<file path="src/rtl/mul_sequencer.sv">
// Multi-cycle shift-add multiplier for MUL/UMULL/SMULL, one iteration per CALC cycle.
// Define MULSEQ_EARLY_TERM_EN to leave CALC as soon as the remaining multiplier is zero.
module mul_sequencer #(
    parameter int unsigned WIDTH = 32
) (
    input  logic             clk,
    input  logic             reset,
    input  logic             start,
    input  logic [1:0]       op,
    input  logic [WIDTH-1:0] a,
    input  logic [WIDTH-1:0] b,
    output logic             busy,
    output logic             done,
    output logic [WIDTH-1:0] result_lo,
    output logic [WIDTH-1:0] result_hi,
    output logic [1:0]       flags
);

    localparam int unsigned CW = $clog2(WIDTH);
    localparam logic [1:0] OpMul   = 2'b00;
    localparam logic [1:0] OpSmull = 2'b10;

    typedef enum logic [1:0] {StIdle, StCalc, StFix, StDone} state_e;

    state_e               state_q, state_d;
    logic [1:0]           op_q, op_d;
    logic [WIDTH-1:0]     mcand_q, mcand_d;
    logic [WIDTH-1:0]     mplier_q, mplier_d;
    logic                 neg_q, neg_d;
    logic [2*WIDTH-1:0]   acc_q, acc_d;
    logic [CW-1:0]        count_q, count_d;
    logic [WIDTH-1:0]     result_lo_q, result_lo_d;
    logic [WIDTH-1:0]     result_hi_q, result_hi_d;
    logic [1:0]           flags_q, flags_d;

    logic                 smull;
    logic [2*WIDTH-1:0]   addend;
    logic [2*WIDTH-1:0]   product;

    always_comb begin
        state_d     = state_q;
        op_d        = op_q;
        mcand_d     = mcand_q;
        mplier_d    = mplier_q;
        neg_d       = neg_q;
        acc_d       = acc_q;
        count_d     = count_q;
        result_lo_d = result_lo_q;
        result_hi_d = result_hi_q;
        flags_d     = flags_q;

        smull   = (op == OpSmull);
        addend  = {{WIDTH{1'b0}}, mcand_q} << count_q;
        product = neg_q ? -acc_q : acc_q;

        unique case (state_q)
            StIdle: begin
                if (start) begin
                    // SMULL works on magnitudes; the sign is reapplied in FIX
                    op_d     = op;
                    mcand_d  = (smull && a[WIDTH-1]) ? -a : a;
                    mplier_d = (smull && b[WIDTH-1]) ? -b : b;
                    neg_d    = smull && (a[WIDTH-1] ^ b[WIDTH-1]);
                    acc_d    = '0;
                    count_d  = '0;
                    state_d  = StCalc;
                end
            end
            StCalc: begin
                if (mplier_q[0]) begin
                    acc_d = acc_q + addend;
                end
                mplier_d = mplier_q >> 1;
                count_d  = count_q + CW'(1);
`ifdef MULSEQ_EARLY_TERM_EN
                if (count_q == CW'(WIDTH - 1) || mplier_d == '0) begin
                    state_d = StFix;
                end
`else
                if (count_q == CW'(WIDTH - 1)) begin
                    state_d = StFix;
                end
`endif
            end
            StFix: begin
                result_lo_d = product[WIDTH-1:0];
                if (op_q == OpMul) begin
                    result_hi_d = '0;
                    flags_d     = {product[WIDTH-1], product[WIDTH-1:0] == '0};
                end else begin
                    result_hi_d = product[2*WIDTH-1:WIDTH];
                    flags_d     = {product[2*WIDTH-1], product == '0};
                end
                state_d = StDone;
            end
            StDone: begin
                state_d = StIdle;
            end
            default: begin
                state_d = StIdle;
            end
        endcase
    end

    always_ff @(posedge clk) begin
        if (reset) begin
            state_q     <= StIdle;
            op_q        <= '0;
            mcand_q     <= '0;
            mplier_q    <= '0;
            neg_q       <= 1'b0;
            acc_q       <= '0;
            count_q     <= '0;
            result_lo_q <= '0;
            result_hi_q <= '0;
            flags_q     <= '0;
        end else begin
            state_q     <= state_d;
            op_q        <= op_d;
            mcand_q     <= mcand_d;
            mplier_q    <= mplier_d;
            neg_q       <= neg_d;
            acc_q       <= acc_d;
            count_q     <= count_d;
            result_lo_q <= result_lo_d;
            result_hi_q <= result_hi_d;
            flags_q     <= flags_d;
        end
    end

    assign busy      = (state_q != StIdle);
    assign done      = (state_q == StDone);
    assign result_lo = result_lo_q;
    assign result_hi = result_hi_q;
    assign flags     = flags_q;

endmodule

</file>
<file path="config.mk">
export PLATFORM = sky130hd
export DESIGN_NAME = mul_sequencer
export DESIGN_NICKNAME = d
export VERILOG_FILES = /design/src/rtl/mul_sequencer.sv
export SDC_FILE = /design/constraint.sdc
export NUM_CORES = 1
export LEC_CHECK = 0
export BUFFER_PORTS_ARGS = -buffer_cell sky130_fd_sc_hd__clkbuf_2
export CORE_MARGIN = 3
export CORE_UTILIZATION = 55
export CTS_BUF_LIST = sky130_fd_sc_hd__clkbuf_4 sky130_fd_sc_hd__clkbuf_8
export DETAILED_ROUTE_END_ITERATION = 10
export GPL_TIMING_DRIVEN = 0
export MAX_ROUTING_LAYER = met4
export PLACE_DENSITY = 0.86
export SLEW_MARGIN = 20
export SYNTH_ARGS = -nofsm -noshare
export SYNTH_HDL_FRONTEND = slang
export SYNTH_SLANG_ARGS = --single-unit
</file>
<file path="constraint.sdc">
create_clock -name clk -period 6.65 [get_ports clk]
set_input_delay 1.33 -clock clk [delete_from_list [all_inputs] [get_ports clk]]
set_output_delay 1.33 -clock clk [all_outputs]
set_load 0.02 [all_outputs]
</file>
### Yosys cells after proc, flatten, opt, wreduce, memory -nomap -nowiden

Index checks and enable logic that the tools add are counted.

| word-level totals | value |
|---|---|
| register bits | 204 |
| bits of input ports | 69 |
| output and inout port bits | 68 |

| cells by class | value |
|---|---|
| add/sub/neg operators | 5 |
| eq/ne operators | 8 |
| shift-type cells | 1 |
| multiplexer cells | 15 |
| bitwise gates (word level) | 1 |
| reductions and logical operators | 13 |

Operator list:

| cell | number |
|---|---|
| $mux 64 | 3 |
| $mux 32 | 4 |
| $pmux 64 s2 | 1 |
| $add 64x64->64 | 1 |
| $logic_not 64->1 | 1 |
| $neg 32->32 | 2 |
| $neg 64->64 | 1 |
| $pmux 32 s2 | 1 |
| $shl 32x5->64 | 1 |
| $logic_not 32->1 | 1 |
| $pmux 5 s2 | 1 |
| $pmux 2 s4 | 1 |
| $eq 2x2->1 const B | 3 |
| $mux 2 | 3 |
| $ne 2x2->1 const B | 3 |
| $reduce_and 2->1 | 3 |
| $add 5x1->5 const B | 1 |
| $eq 5x5->1 const B | 1 |
| $mux 5 | 1 |
| $logic_not 2->1 | 2 |
| $reduce_bool 2->1 | 2 |
| $logic_and 1x1->1 | 3 |
| $reduce_and 3->1 | 1 |
| $eq 2x1->1 const B | 1 |
| $xor 1x1->1 | 1 |

### Longest topological paths before layout

Gate-level depths: netlist of run 1.

| logic depth | value |
|---|---|
| word-level depth | 5 |
| depth in mapped cells | 21 |
| depth with buffers taken out | 18 |

### Least setup slack after synthesis of run 1

OpenSTA, ideal clock, no wires.

| timing path | value |
|---|---|
| path kind | reg-to-reg |
| start | reg count_q[0] |
| end | reg acc_q[62] |
| library setup time | 0.137 ns |
| arrival | 4.748 ns |
| setup slack | 1.765 ns |
| stages on the path, launching flop included | 21 |
| path buffers | 3 |
| clock period less this slack | 4.885 ns |
| cell sequence | dfxtp_1 > clkbuf_1 > buf_1 > mux4_2 > nand2_1 > nand2_1 > nand2_1 > o21ai_0 > nor2_1 > a21oi_1 > ha_1 > clkbuf_1 > a2111oi_0 > o2111ai_1 > nand4b_1 > a21oi_1 > a211oi_1 > a211oi_1 > or3_1 > o311ai_0 > o211ai_1 |

| between the ends | value |
|---|---|
| longest elaborated chain between the ends | 4 |

RTL lines:

| element | line | RTL |
|---|---|---|
| start: declaration | 31 | `logic [CW-1:0] count_q, count_d;` |
| start signal: assignment | 124 | `count_q <= count_d;` |
| $shl 32x5->64 | 53 | `addend = {{WIDTH{1'b0}}, mcand_q} << count_q;` |
| $add 64x64->64 | 71 | `acc_d = acc_q + addend;` |
| $mux 64 | 70 | `if (mplier_q[0]) begin` |
| $pmux 64 s2 | 56 | `unique case (state_q)` |
| end signal: assignment | 112 | `acc_q <= '0;` |
| end signal: assignment | 123 | `acc_q <= acc_d;` |
| end: declaration | 30 | `logic [2*WIDTH-1:0] acc_q, acc_d;` |

No other way between the ends. The select of a mux whose other input is x is not followed.
A chain may end at the register's enable or synchronous reset.

### Final worst setup path of run 1

| timing path | value |
|---|---|
| start | reg count_q[1] |
| end | reg acc_q[60] |

The elaborated chain is that of the path after synthesis.

==> results of run 1 <==
[layout make-up]
class / instances / area [sq um] / share of cell area (%)
Clock inverter: 15 / 196 / 1.07
Multi-Input combinational cell: 1791 / 11500 / 62.6
Tap cell: 384 / 480 / 2.61
Timing Repair Buffer: 136 / 681 / 3.70
Sequential cell: 204 / 4080 / 22.2
Inverter: 56 / 210 / 1.14
Buffer: 145 / 566 / 3.07
Clock buffer: 52 / 666 / 3.62
[per-layer routing]
layer | global-route usage, % | wire length, um
met3 | 5.04 | 4710
met2 | 57.8 | 26100
met4 | 13.4 | 2270
met5 | - | 0
met1 | 46.2 | 24400
[worst max-delay path, cell delays in order, from the launching register on]
cell	delay [ns]
dfxtp_1	0.33
clkbuf_1	0.37
buf_1	0.48
clkbuf_1	0.51
mux4_2	0.43
mux2i_1	0.34
nand2_1	0.09
o21ai_0	0.18
mux2i_1	0.20
ha_1	0.42
a21oi_1	0.24
o21bai_1	0.10
a21o_1	0.21
a2111oi_0	0.45
o21ai_0	0.30
o311ai_0	0.84
a21oi_1	0.19
xnor2_1	0.41
o21ai_0	0.14
[cell usage in the layout, fill, tap and decap left out, drive strengths merged, types with 11 or more instances in the layout]
| master | count |
|---|---|
| dfxtp | 204 |
| or2 | 14 |
| mux2i | 52 |
| nand2b | 19 |
| mux4 | 21 |
| nand2 | 297 |
| inv | 57 |
| o211ai | 20 |
| and3 | 16 |
| nand3 | 36 |
| or4 | 22 |
| nor3 | 32 |
| nor4 | 24 |
| a21oi | 167 |
| o41ai | 16 |
| buf | 14 |
| o22ai | 19 |
| a31oi | 11 |
| and2 | 14 |
| a22oi | 55 |
| ha | 73 |
| o21ai | 143 |
| nor2b | 14 |
| xor2 | 70 |
| a21o | 33 |
| or3 | 27 |
| a211oi | 58 |
| xnor2 | 96 |
| clkbuf | 319 |
| o21bai | 17 |
| nand4 | 25 |
| o31ai | 27 |
| nor2 | 256 |
[through the flow]
| stage | instances | cell area [sq um] |
|---|---|---|
| 2_1_floorplan | 2196 | 16400 |
| 3_3_place_gp | 2716 | 17500 |
| 3_5_place_dp | 2716 | 17500 |
| 4_1_cts | 2783 | 18400 |
| 5_1_grt | 2783 | 18400 |
| 6_report | 2783 | 18400 |
[flip-flops by register name, summed over array words and instances (netlist names)]
register / flops
count_q: 5
mcand_q: 32
state_q: 2
acc_q: 64
flags: 2
result_lo: 32
neg_q: 1
mplier_q: 32
result_hi: 32
op_q: 2
[worst paths after layout]
path	startpoint	to	slack (ns)	cells past startpoint
setup reg to reg	count_q[1]$_SDFFE_PP0P_	acc_q[60]$_SDFFE_PP0P_	0.26	18
setup / recovery	count_q[1]$_SDFFE_PP0P_	acc_q[60]$_SDFFE_PP0P_	0.26	18
hold reg to reg	mplier_q[14]$_SDFFE_PP0P_	mplier_q[14]$_SDFFE_PP0P_	0.45	2
hold / removal	mplier_q[14]$_SDFFE_PP0P_	mplier_q[14]$_SDFFE_PP0P_	0.45	2
[where the power goes]
part | total (W) | internal [W] | switching [W]
Sequential | 0.00163 | 0.00145 | 0.000179
Combinational | 0.00263 | 0.000857 | 0.00177
Clock | 0.00139 | 0.000812 | 0.000575
Total | 0.00564 | 0.00312 | 0.00252
[cell families after synthesis]
group           Yosys count  share of synthesized area [%]
compound gates          644                           25.6
flops                   204                           24.9
simple gates            824                           23.4
xor+xnor                166                           8.88
fa+ha+maj                74                           5.70
buf+inv                 201                           4.73
mux                      83                           6.75
==> summary.md, run 1 <==
| Metric | Value |
|---|---|
| Count leader, synth | `nand2_1` |
| Post-CTS sizing | `0` |
| DR WL/cell | `20.6 um` |
| Main flop type after synthesis | `dfxtp_1` |
| P&R area growth vs syn | `12.4%` |
| Core area | `29,000 sq um` |
| Tot Pwr | `0.00564 W` |
| Total grt overflow | `0` |
| Worst setup SP type | `register` |
| GRT Util Overall | `36.0%` |
| Required @ worst endpoint | `7.05 ns` |
| Top cells by area, synth | `dfxtp_1, nand2_1, nor2_1` |
| DRC errors left | `0` |
| Clock-pin slew on the worst setup and hold paths | `0.07 ns` |
| PnR worst setup slack | `0.259 ns` |
| WHS | `0.449 ns` |
| Mapped cell area | `16,400 sq um` |
| Layout Skew | `0.0249 ns` |
| RSZ-0062 raised after global routing | `false` |
| Filler cell count | `2,660` |
| Post-CTS Setup Bufs | `0` |
| CTS Sinks | `204` |
| Peak supply drop | `0.207 mV` |
| Clk buf depth | `3` |
| Setup violations, final | `0` |
| Die width | `179 um` |
| Drt first-iter violations | `1,649` |
| Post-synth net total | `2,339` |
| Final Critical Period | `6.39 ns` |
| Detailed Routing Iterations Pass 1 | `7` |
| Starting density of the core | `56.4%` |
| Max Clk Rate | `156 MHz` |
| Num rows | `62` |
| Finished Core Util | `63.5%` |
| Antenna violations before repair | `0` |
| Leak Pwr | `7.32 nW` |
| CP Class | `register to register` |
| Sequential fraction of the synthesis area | `24.9%` |
| Max cap viols | `0` |
| FF+latch count, synth | `204` |
| CTS tree | `yes` |
| Worst EP arrival | `6.79 ns` |
| Top post-synthesis cells by count | `nand2_1, nor2_1, dfxtp_1, a21oi_1, o21ai_0` |
| First-pass GRT wire length | `88,500 um` |
| Remaining antenna violation count after routing | `0` |
| Endpoint class of the critical path | `register` |
| HP Class | `register to register` |
| Yosys cell types | `81` |
| Worst skew pair latency | `0.55 ns` |
| FFs w/ async S/R, synth | `0%` |
| Setup TNS | `0 ns` |
| Slew @ Worst Pin | `1.16 ns` |
| Mapped Avg Cell Area | `7.46 sq um` |
| Pre-CTS setup slack | `0.536 ns` |
| CP max FO | `10` |
| IO Count | `137` |
| Post-Route WL | `57,500 um` |
| Synth warnings | `0` |
| ANT cells | `0` |
| Largest net degree at the start of global routing | `11` |
| Vias per inst | `6.33` |
| DR vias | `17.6k` |
| Post-CTS Hold Fix Bufs | `0` |
| Final Max Slew Viols | `0` |
| Yosys top cell area share | `24.9%` |
| Root Buffer | `clkbuf_8` |
| Cells after synthesis | `2,196` |
| H-Tree Depth | `2` |
| Die height | `179 um` |
| Post-synth EDFFs | `0` |
| Final period util | `96.1%` |
| Detailed placement HPWL | `45,800 um` |
| Status | `completed` |
| NumNets Final | `2,514` |
| Power density over the cells | `306 nW/um^2` |
| Hold Violations, Final | `0` |
| CTS Buf Count | `37` |
| IO buf count | `136` |
| Slew HR | `22.5%` |
| Die ar. | `31,900 sq um` |
| Synth area leader | `dfxtp_1` |
| Layout cells sized above 1 | `11.5%` |
| Number of global-route vias before repair | `16.4k` |
| Placer congestion estimate | `1.04` |
(Power assumes the default switching activity.)
==> run 2: changes to the inputs <==
- RECOVER_POWER: not set -> 100
==> run 2 against run 1 <==
Against the previous run:
- power fell by 0.57%
- largest power group unchanged
- sequential cell count stayed put
- global-route usage is the same
- register-to-register slack worse by 0.04 ns
- maximum frequency is 0.63% lower
- sequential power barely moved
- core utilization fell by 0.52 points
- die area unchanged
- worst setup slack got worse by 0.041 ns
- first-iteration DRC count is 1.5% higher
- wire length up 0.33%
- clock power about the same
==> summary.md, run 2 (synthesized netlist as in run 1, its figures left out) <==
| Metric | Value |
|---|---|
| Die width | `179 um (unchanged)` |
| Detailed placement HPWL | `45,800 um (unchanged)` |
| Internal Dissipation | `0.00308 W (-1.0%)` |
| Sw Pwr | `0.00252 W (about the same)` |
| Placer congestion estimate | `1.04 (unchanged)` |
| Clock-pin slew on the worst setup and hold paths | `0.07 ns (about the same)` |
| H-Tree Depth | `2 (unchanged)` |
| Endpoint class of the critical path | `register` |
| Power density over the cells | `307 nW/um^2 (+0.25%)` |
| RSZ-0062 raised after global routing | `false` |
| Top reg by flops | `acc_q` |
| Largest register FFs | `64 (unchanged)` |
| Worst EP arrival | `6.84 ns (+0.05 ns)` |
| P&R area growth vs syn | `11.5%` |
| Flop pwr share | `29.0% (+0.2 points)` |
| CTS Buf Count | `37 (unchanged)` |
| Peak supply drop | `0.208 mV (+0.44%)` |
| Status | `completed` |
| GRT Util Overall | `36.0% (unchanged)` |
| Slew HR | `12.4% (-10 points)` |
| Layout Skew | `0.0275 ns (+0.00268 ns)` |
| WHS | `0.450 ns (+0.00142 ns)` |
| CP max FO | `10 (unchanged)` |
| Max cap viols | `0 (unchanged)` |
| Drt first-iter violations | `1,674 (+1.5%)` |
| Core area | `29,000 sq um (unchanged)` |
| R2r worst-path depth | `18 (unchanged)` |
| Slowest stage delay, CP | `0.85 ns (about the same)` |
| Starting density of the core | `56.4% (unchanged)` |
| Remaining antenna violation count after routing | `0 (unchanged)` |
| DR vias | `17.6k (-0.37%)` |
| ANT cells | `0 (unchanged)` |
| Total grt overflow | `0 (unchanged)` |
| Setup violations, final | `0 (unchanged)` |
| NumNets Final | `2,514 (unchanged)` |
| Switch share | `45.0% (+0.26 points)` |
| CP max-delay cell | `o311ai_0` |
| Slew @ Worst Pin | `1.30 ns (+0.144 ns)` |
| Comb power frac | `46.2% (-0.4 points)` |
| Commonest non-fill, non-tap cells in the layout | `nand2_1, nor2_1, clkbuf_1` |
| Layout cells sized above 1 | `8.13% (-3.3 points)` |
| DR WL/cell | `20.7 um (+0.33%)` |
| Post-Route WL | `57,600 um (+0.33%)` |
| HP Class | `register to register` |
| Required @ worst endpoint | `7.05 ns (about the same)` |
| CP Cell Sequence | `clkbuf_1, clkbuf_1, clkbuf_1, mux4_2, mux2i_1, nand2_1, o21ai_0, mux2i_1, ha_1, a21oi_1, o21bai_1, a21o_1, a2111oi_0, o21ai_0, o311ai_0, a21oi_1, xnor2_1, o21ai_0` |
| Largest net degree at the start of global routing | `11 (unchanged)` |
| Worst skew pair latency | `0.55 ns (about the same)` |
| Final Max Slew Viols | `0 (unchanged)` |
| Max Clk Rate | `155 MHz (-0.63%)` |
| First-pass GRT wire length | `88,500 um (unchanged)` |
| Hold Violations, Final | `0 (unchanged)` |
| Vias per inst | `6.31 (-0.37%)` |
| Num rows | `62 (unchanged)` |
| Die ar. | `31,900 sq um (unchanged)` |
| DRC errors left | `0 (unchanged)` |
| Hold path cells | `2 (unchanged)` |
| Worst setup SP type | `register` |
| IO buf count | `136 (unchanged)` |
| CP Class | `register to register` |
| Number of global-route vias before repair | `16.4k (unchanged)` |
| CTS tree | `yes` |
| Antenna violations before repair | `0 (unchanged)` |
| Tot Pwr | `0.00561 W (-0.57%)` |
| Root Buffer | `clkbuf_8` |
| CTS Sinks | `204 (unchanged)` |
| Detailed Routing Iterations Pass 1 | `7 (unchanged)` |
| Setup TNS | `0 ns (unchanged)` |
| Final Critical Period | `6.43 ns (+0.0405 ns)` |
| Die height | `179 um (unchanged)` |
| Most common cell after layout, fill and taps aside | `nand2_1` |
| Leak Pwr | `7.03 nW (-3.9%)` |
| Final period util | `96.7% (+0.61 points)` |
| Clk buf depth | `3 (unchanged)` |
| IO Count | `137 (unchanged)` |
| Post-CTS Setup Bufs | `0 (unchanged)` |
| Post-CTS Hold Fix Bufs | `0 (unchanged)` |
| Clock power share | `24.8% (+0.2 points)` |
==> run 2: cell types whose count changed in the layout (fill, tap and decap cells not counted), sizes merged <==
cell | before | now
buf | 14 | 9
clkbuf | 319 | 324
==> run 2: critical path: cells and delay by family (launching register included) <==
family / cells / cell delay [ns]
AOI/OAI and AO/OA: 9 / 2.70
buffers and inverters: 3 / 1.34
muxes: 3 / 0.99
adders and majority gates: 1 / 0.43
xor gates and xnor gates: 1 / 0.40
DFF: 1 / 0.33
and+or+nand+nor: 1 / 0.09
==> run 2: through the flow <==
| step | std cells | setup slack (ns) | area [sq um] | util [%] |
|---|---|---|---|---|
| after detailed placement | 2716 | 0.536 | 17500 | 60.5 |
| after global routing | 2783 | 0.0860 | 18300 | 62.9 |
| final | 2783 | 0.219 | 18300 | 62.9 |
| after CTS | 2783 | 0.493 | 18400 | 63.4 |
| after floorplan | 2196 | 1.76 | 16400 | - |
| after global placement | 2716 | 0.670 | 17500 | 60.4 |
==> run 2: area by class of cell <==
| cell class | instances | area, sq um |
|---|---|---|
| multi-input cells | 1791 | 11500 |
| clock buffers | 52 | 666 |
| flip-flops and latches | 204 | 4080 |
| repair buffers | 136 | 591 |
| plain buffers | 145 | 558 |
| well taps | 384 | 480 |
| fillers | 2691 | 10800 |
| inverters | 56 | 210 |
| clock inverters | 15 | 196 |
==> run 2: power groups by stage <==
stage | clock network, W | logic, W | registers (W)
after floorplan | 0 | 0.00173 | 0.00168
after global placement | 0 | 0.00252 | 0.00163
after detailed placement | 0 | 0.00256 | 0.00165
after CTS | 0.00139 | 0.00257 | 0.00162
after global routing | 0.00145 | 0.00282 | 0.00165
final | 0.00139 | 0.00259 | 0.00163
==> run 2: timing repair <==
action                                  4_1_cts  5_1_grt
hold endpoints to repair                      0        0
resized for setup                             0        2
endpoints found under the setup margin        0        2
==> run 2: final timing paths <==
kind                                                start                        end  slack, ns
worst max-delay path              count_q[1]$_SDFFE_PP0P_     acc_q[60]$_SDFFE_PP0P_       0.22
worst max register to register    count_q[1]$_SDFFE_PP0P_     acc_q[60]$_SDFFE_PP0P_       0.22
worst min-delay path            mplier_q[14]$_SDFFE_PP0P_  mplier_q[14]$_SDFFE_PP0P_       0.45
worst min register to register  mplier_q[14]$_SDFFE_PP0P_  mplier_q[14]$_SDFFE_PP0P_       0.45
==> run 2: layer usage <==
| metal | GRT usage, % | wire length (um) | part of all wire [%] | vias up |
|---|---|---|---|---|
| met5 | - | 0 | 0 | - |
| met4 | 13.4 | 2240 | 3.9 | 0 |
| met3 | 5.04 | 4580 | 7.9 | 157 |
| met2 | 57.8 | 26000 | 45 | 863 |
| met1 | 46.2 | 24800 | 43 | 8202 |
| li1 | - | - | - | 8338 |
==> run 3: changes to the inputs <==
- CTS_BUF_LIST: sky130_fd_sc_hd__clkbuf_4 sky130_fd_sc_hd__clkbuf_8 -> sky130_fd_sc_hd__clkbuf_4
==> run 3 against run 2 <==
Against the previous run:
- sequential cell count stayed put
- maximum frequency rose by 0.40%
- first-iteration DRC count is 7.2% lower
- power down 5.4%
- final area is 1.0% lower
- highest routed layer unchanged
- wire length is 0.76% lower
- combinational power about the same
- non-clock buffer count unchanged
- sequential power is essentially flat
- critical path type unchanged
- clock power fell by 21%
==> summary.md, run 3 (synthesized netlist as in run 1, its figures left out) <==
| Metric | Value |
|---|---|
| Status | `completed` |
| CTS Sinks | `204 (unchanged)` |
| Vias per inst | `6.28 (-0.48%)` |
| CP Class | `register to register` |
| Multi-input logic area | `11,500 sq um (unchanged)` |
| Clock-pin slew on the worst setup and hold paths | `0.07 ns (about the same)` |
| DR WL/cell | `20.3 um (-1.9%)` |
| Slew HR | `10.8% (-1.6 points)` |
| Layout Skew | `0.0528 ns (+0.0252 ns)` |
| RR Startpoint | `count_q[1]$_SDFFE_PP0P_` |
| Placer congestion estimate | `1.04 (unchanged)` |
| R2r worst-path depth | `18 (unchanged)` |
| FF+latch area | `4080 sq um (unchanged)` |
| Root Buffer | `clkbuf_4` |
| CP max FO | `10 (unchanged)` |
| Antenna violations before repair | `1 (+1)` |
| DP Area | `17,500 sq um (unchanged)` |
| CTS tree | `yes` |
| Final Non-Filler Cells | `2,816 (+1.2%)` |
| Worst EP arrival | `6.96 ns (+0.12 ns)` |
| Required @ worst endpoint | `7.20 ns (+0.15 ns)` |
| Post-Route WL | `57,200 um (-0.76%)` |
| Die ar. | `31,900 sq um (unchanged)` |
| Hold_sp | `mplier_q[12]$_SDFFE_PP0P_` |
| H-Tree Depth | `2 (unchanged)` |
| Endpoint class of the critical path | `register` |
| Hold path cells | `2 (unchanged)` |
| RSZ-0062 raised after global routing | `false` |
| Starting density of the core | `56.4% (unchanged)` |
| First-pass GRT wire length | `88,000 um (-0.55%)` |
| NumNets Final | `2,532 (+0.72%)` |
| Setup violations, final | `0 (unchanged)` |
| Detailed Routing Iterations Pass 1 | `6 (-1)` |
| CTS Buf Count | `55 (+49%)` |
| Peak supply drop | `0.224 mV (+7.4%)` |
| IO buf count | `136 (unchanged)` |
| Max Clk Rate | `156 MHz (+0.40%)` |
| Total grt overflow | `0 (unchanged)` |
| Core area | `29,000 sq um (unchanged)` |
| Worst skew pair latency | `0.72 ns (+0.17 ns)` |
| Largest net degree at the start of global routing | `16 (+5)` |
| Hold path endpoint | `mplier_q[12]$_SDFFE_PP0P_` |
| Power density over the cells | `293 nW/um^2 (-4.4%)` |
| IO Count | `137 (unchanged)` |
| Setup TNS | `0 ns (unchanged)` |
| Final Max Slew Viols | `0 (unchanged)` |
| Most common cell after layout, fill and taps aside | `nand2_1` |
| Die height | `179 um (unchanged)` |
| GRT Util Overall | `35.8% (-0.21 points)` |
| Final period util | `96.3% (-0.38 points)` |
| R2R Setup Slk | `0.24 ns (+0.03 ns)` |
| Post-CTS Hold Fix Bufs | `0 (unchanged)` |
| Detailed placement HPWL | `45,800 um (unchanged)` |
| Filler cell count | `2,719 (+1.0%)` |
| Drt first-iter violations | `1,554 (-7.2%)` |
| Leak Pwr | `6.99 nW (-0.62%)` |
| Die width | `179 um (unchanged)` |
| Top reg by flops | `acc_q` |
| HP Class | `register to register` |
| Worst R2R End | `acc_q[56]$_SDFFE_PP0P_` |
| Max cap viols | `0 (unchanged)` |
| Worst setup SP type | `register` |
| Remaining antenna violation count after routing | `0 (unchanged)` |
| Final Critical Period | `6.41 ns (-0.0254 ns)` |
| Slew @ Worst Pin | `1.33 ns (+0.0243 ns)` |
| WHS | `0.455 ns (+0.00518 ns)` |
| P&R area growth vs syn | `10.4%` |
| Clk buf depth | `3 (unchanged)` |
| DR vias | `17.7k (+0.70%)` |
| Post-route design area | `18,100 sq um (-1.0%)` |
| Layout cells sized above 1 | `8.52% (+0.39 points)` |
| Commonest non-fill, non-tap cells in the layout | `nand2_1, nor2_1, clkbuf_1` |
| Hold Violations, Final | `0 (unchanged)` |
| Finished Core Util | `62.3% (-0.63 points)` |
| Num rows | `62 (unchanged)` |
| Largest register FFs | `64 (unchanged)` |
| Cell count after placement | `2,716 (unchanged)` |
| DRC errors left | `0 (unchanged)` |
| Number of global-route vias before repair | `16.4k (+0.25%)` |
run 3: cell count changes in the layout (fill, tap and decap cells not counted):
cell | before | now
bufinv_16 | 4 | 1
clkbuf_4 | 8 | 71
clkinv_1 | 0 | 20
inv_2 | 1 | 2
clkbuf_8 | 44 | 0
clkinv_4 | 2 | 1
diode_2 | 0 | 1
clkinvlp_4 | 3 | 0
inv_8 | 1 | 0
run 3: report_power, final:
group | switching (W) | internal [W]
registers | 0.000179 | 0.00145
logic | 0.00176 | 0.000825
clock network | 0.000557 | 0.000542
run 3: cell type report:
cell class,instances,share of cell area (%)
Clock inverter,28,0.789
Clock buffer,71,2.95
Tap cell,384,2.66
Timing Repair Buffer,136,3.27
Antenna cell,1,0.0138
Sequential cell,204,22.6
Multi-Input combinational cell,1791,63.5
Inverter,56,1.16
Buffer,145,3.09
run 3: timing repair:
item                       CTS  global route
setup buffers                0             0
setup endpoints to repair    0             3
resized for setup            0             2
run 3: worst max-delay path by stage:
stage,from,endpoint,slack [ns]
floorplan,count_q[0]$_SDFFE_PP0P_,acc_q[62]$_SDFFE_PP0P_,1.76
global placement,count_q[1]$_SDFFE_PP0P_,acc_q[62]$_SDFFE_PP0P_,0.67
detailed placement,count_q[1]$_SDFFE_PP0P_,acc_q[62]$_SDFFE_PP0P_,0.54
CTS,count_q[1]$_SDFFE_PP0P_,acc_q[62]$_SDFFE_PP0P_,0.45
global route,count_q[1]$_SDFFE_PP0P_,acc_q[62]$_SDFFE_PP0P_,0.04
finish,count_q[1]$_SDFFE_PP0P_,acc_q[56]$_SDFFE_PP0P_,0.24
run 3: worst max-delay path, stage by stage, from the launching register on:
cell	delay, ns
dfxtp_1	0.33
clkbuf_1	0.36
clkbuf_1	0.49
clkbuf_1	0.51
mux4_2	0.43
mux2i_1	0.35
nand2_1	0.09
o21ai_0	0.18
mux2i_1	0.20
ha_1	0.42
a21oi_1	0.25
o21bai_1	0.09
a21o_1	0.21
a2111oi_0	0.46
o21ai_0	0.32
o311ai_0	0.81
nand2_1	0.14
a211o_1	0.33
a32o_1	0.27
run 3: metrics by stage:
stage / total power, W / setup WS, ns
floorplan: 0.00341 / 1.76
detailed placement: 0.00420 / 0.536
global route: 0.00563 / 0.0418
CTS: 0.00530 / 0.454
global placement: 0.00414 / 0.670
finish: 0.00530 / 0.244
run 3: metal layers:
layer	track usage, %	wire [um]	vias to the layer above
met4	14.2	2240	0
li1	-	-	8392
met3	4.98	4850	154
met5	-	0	-
met1	45.9	24200	8315
met2	57.1	25900	822
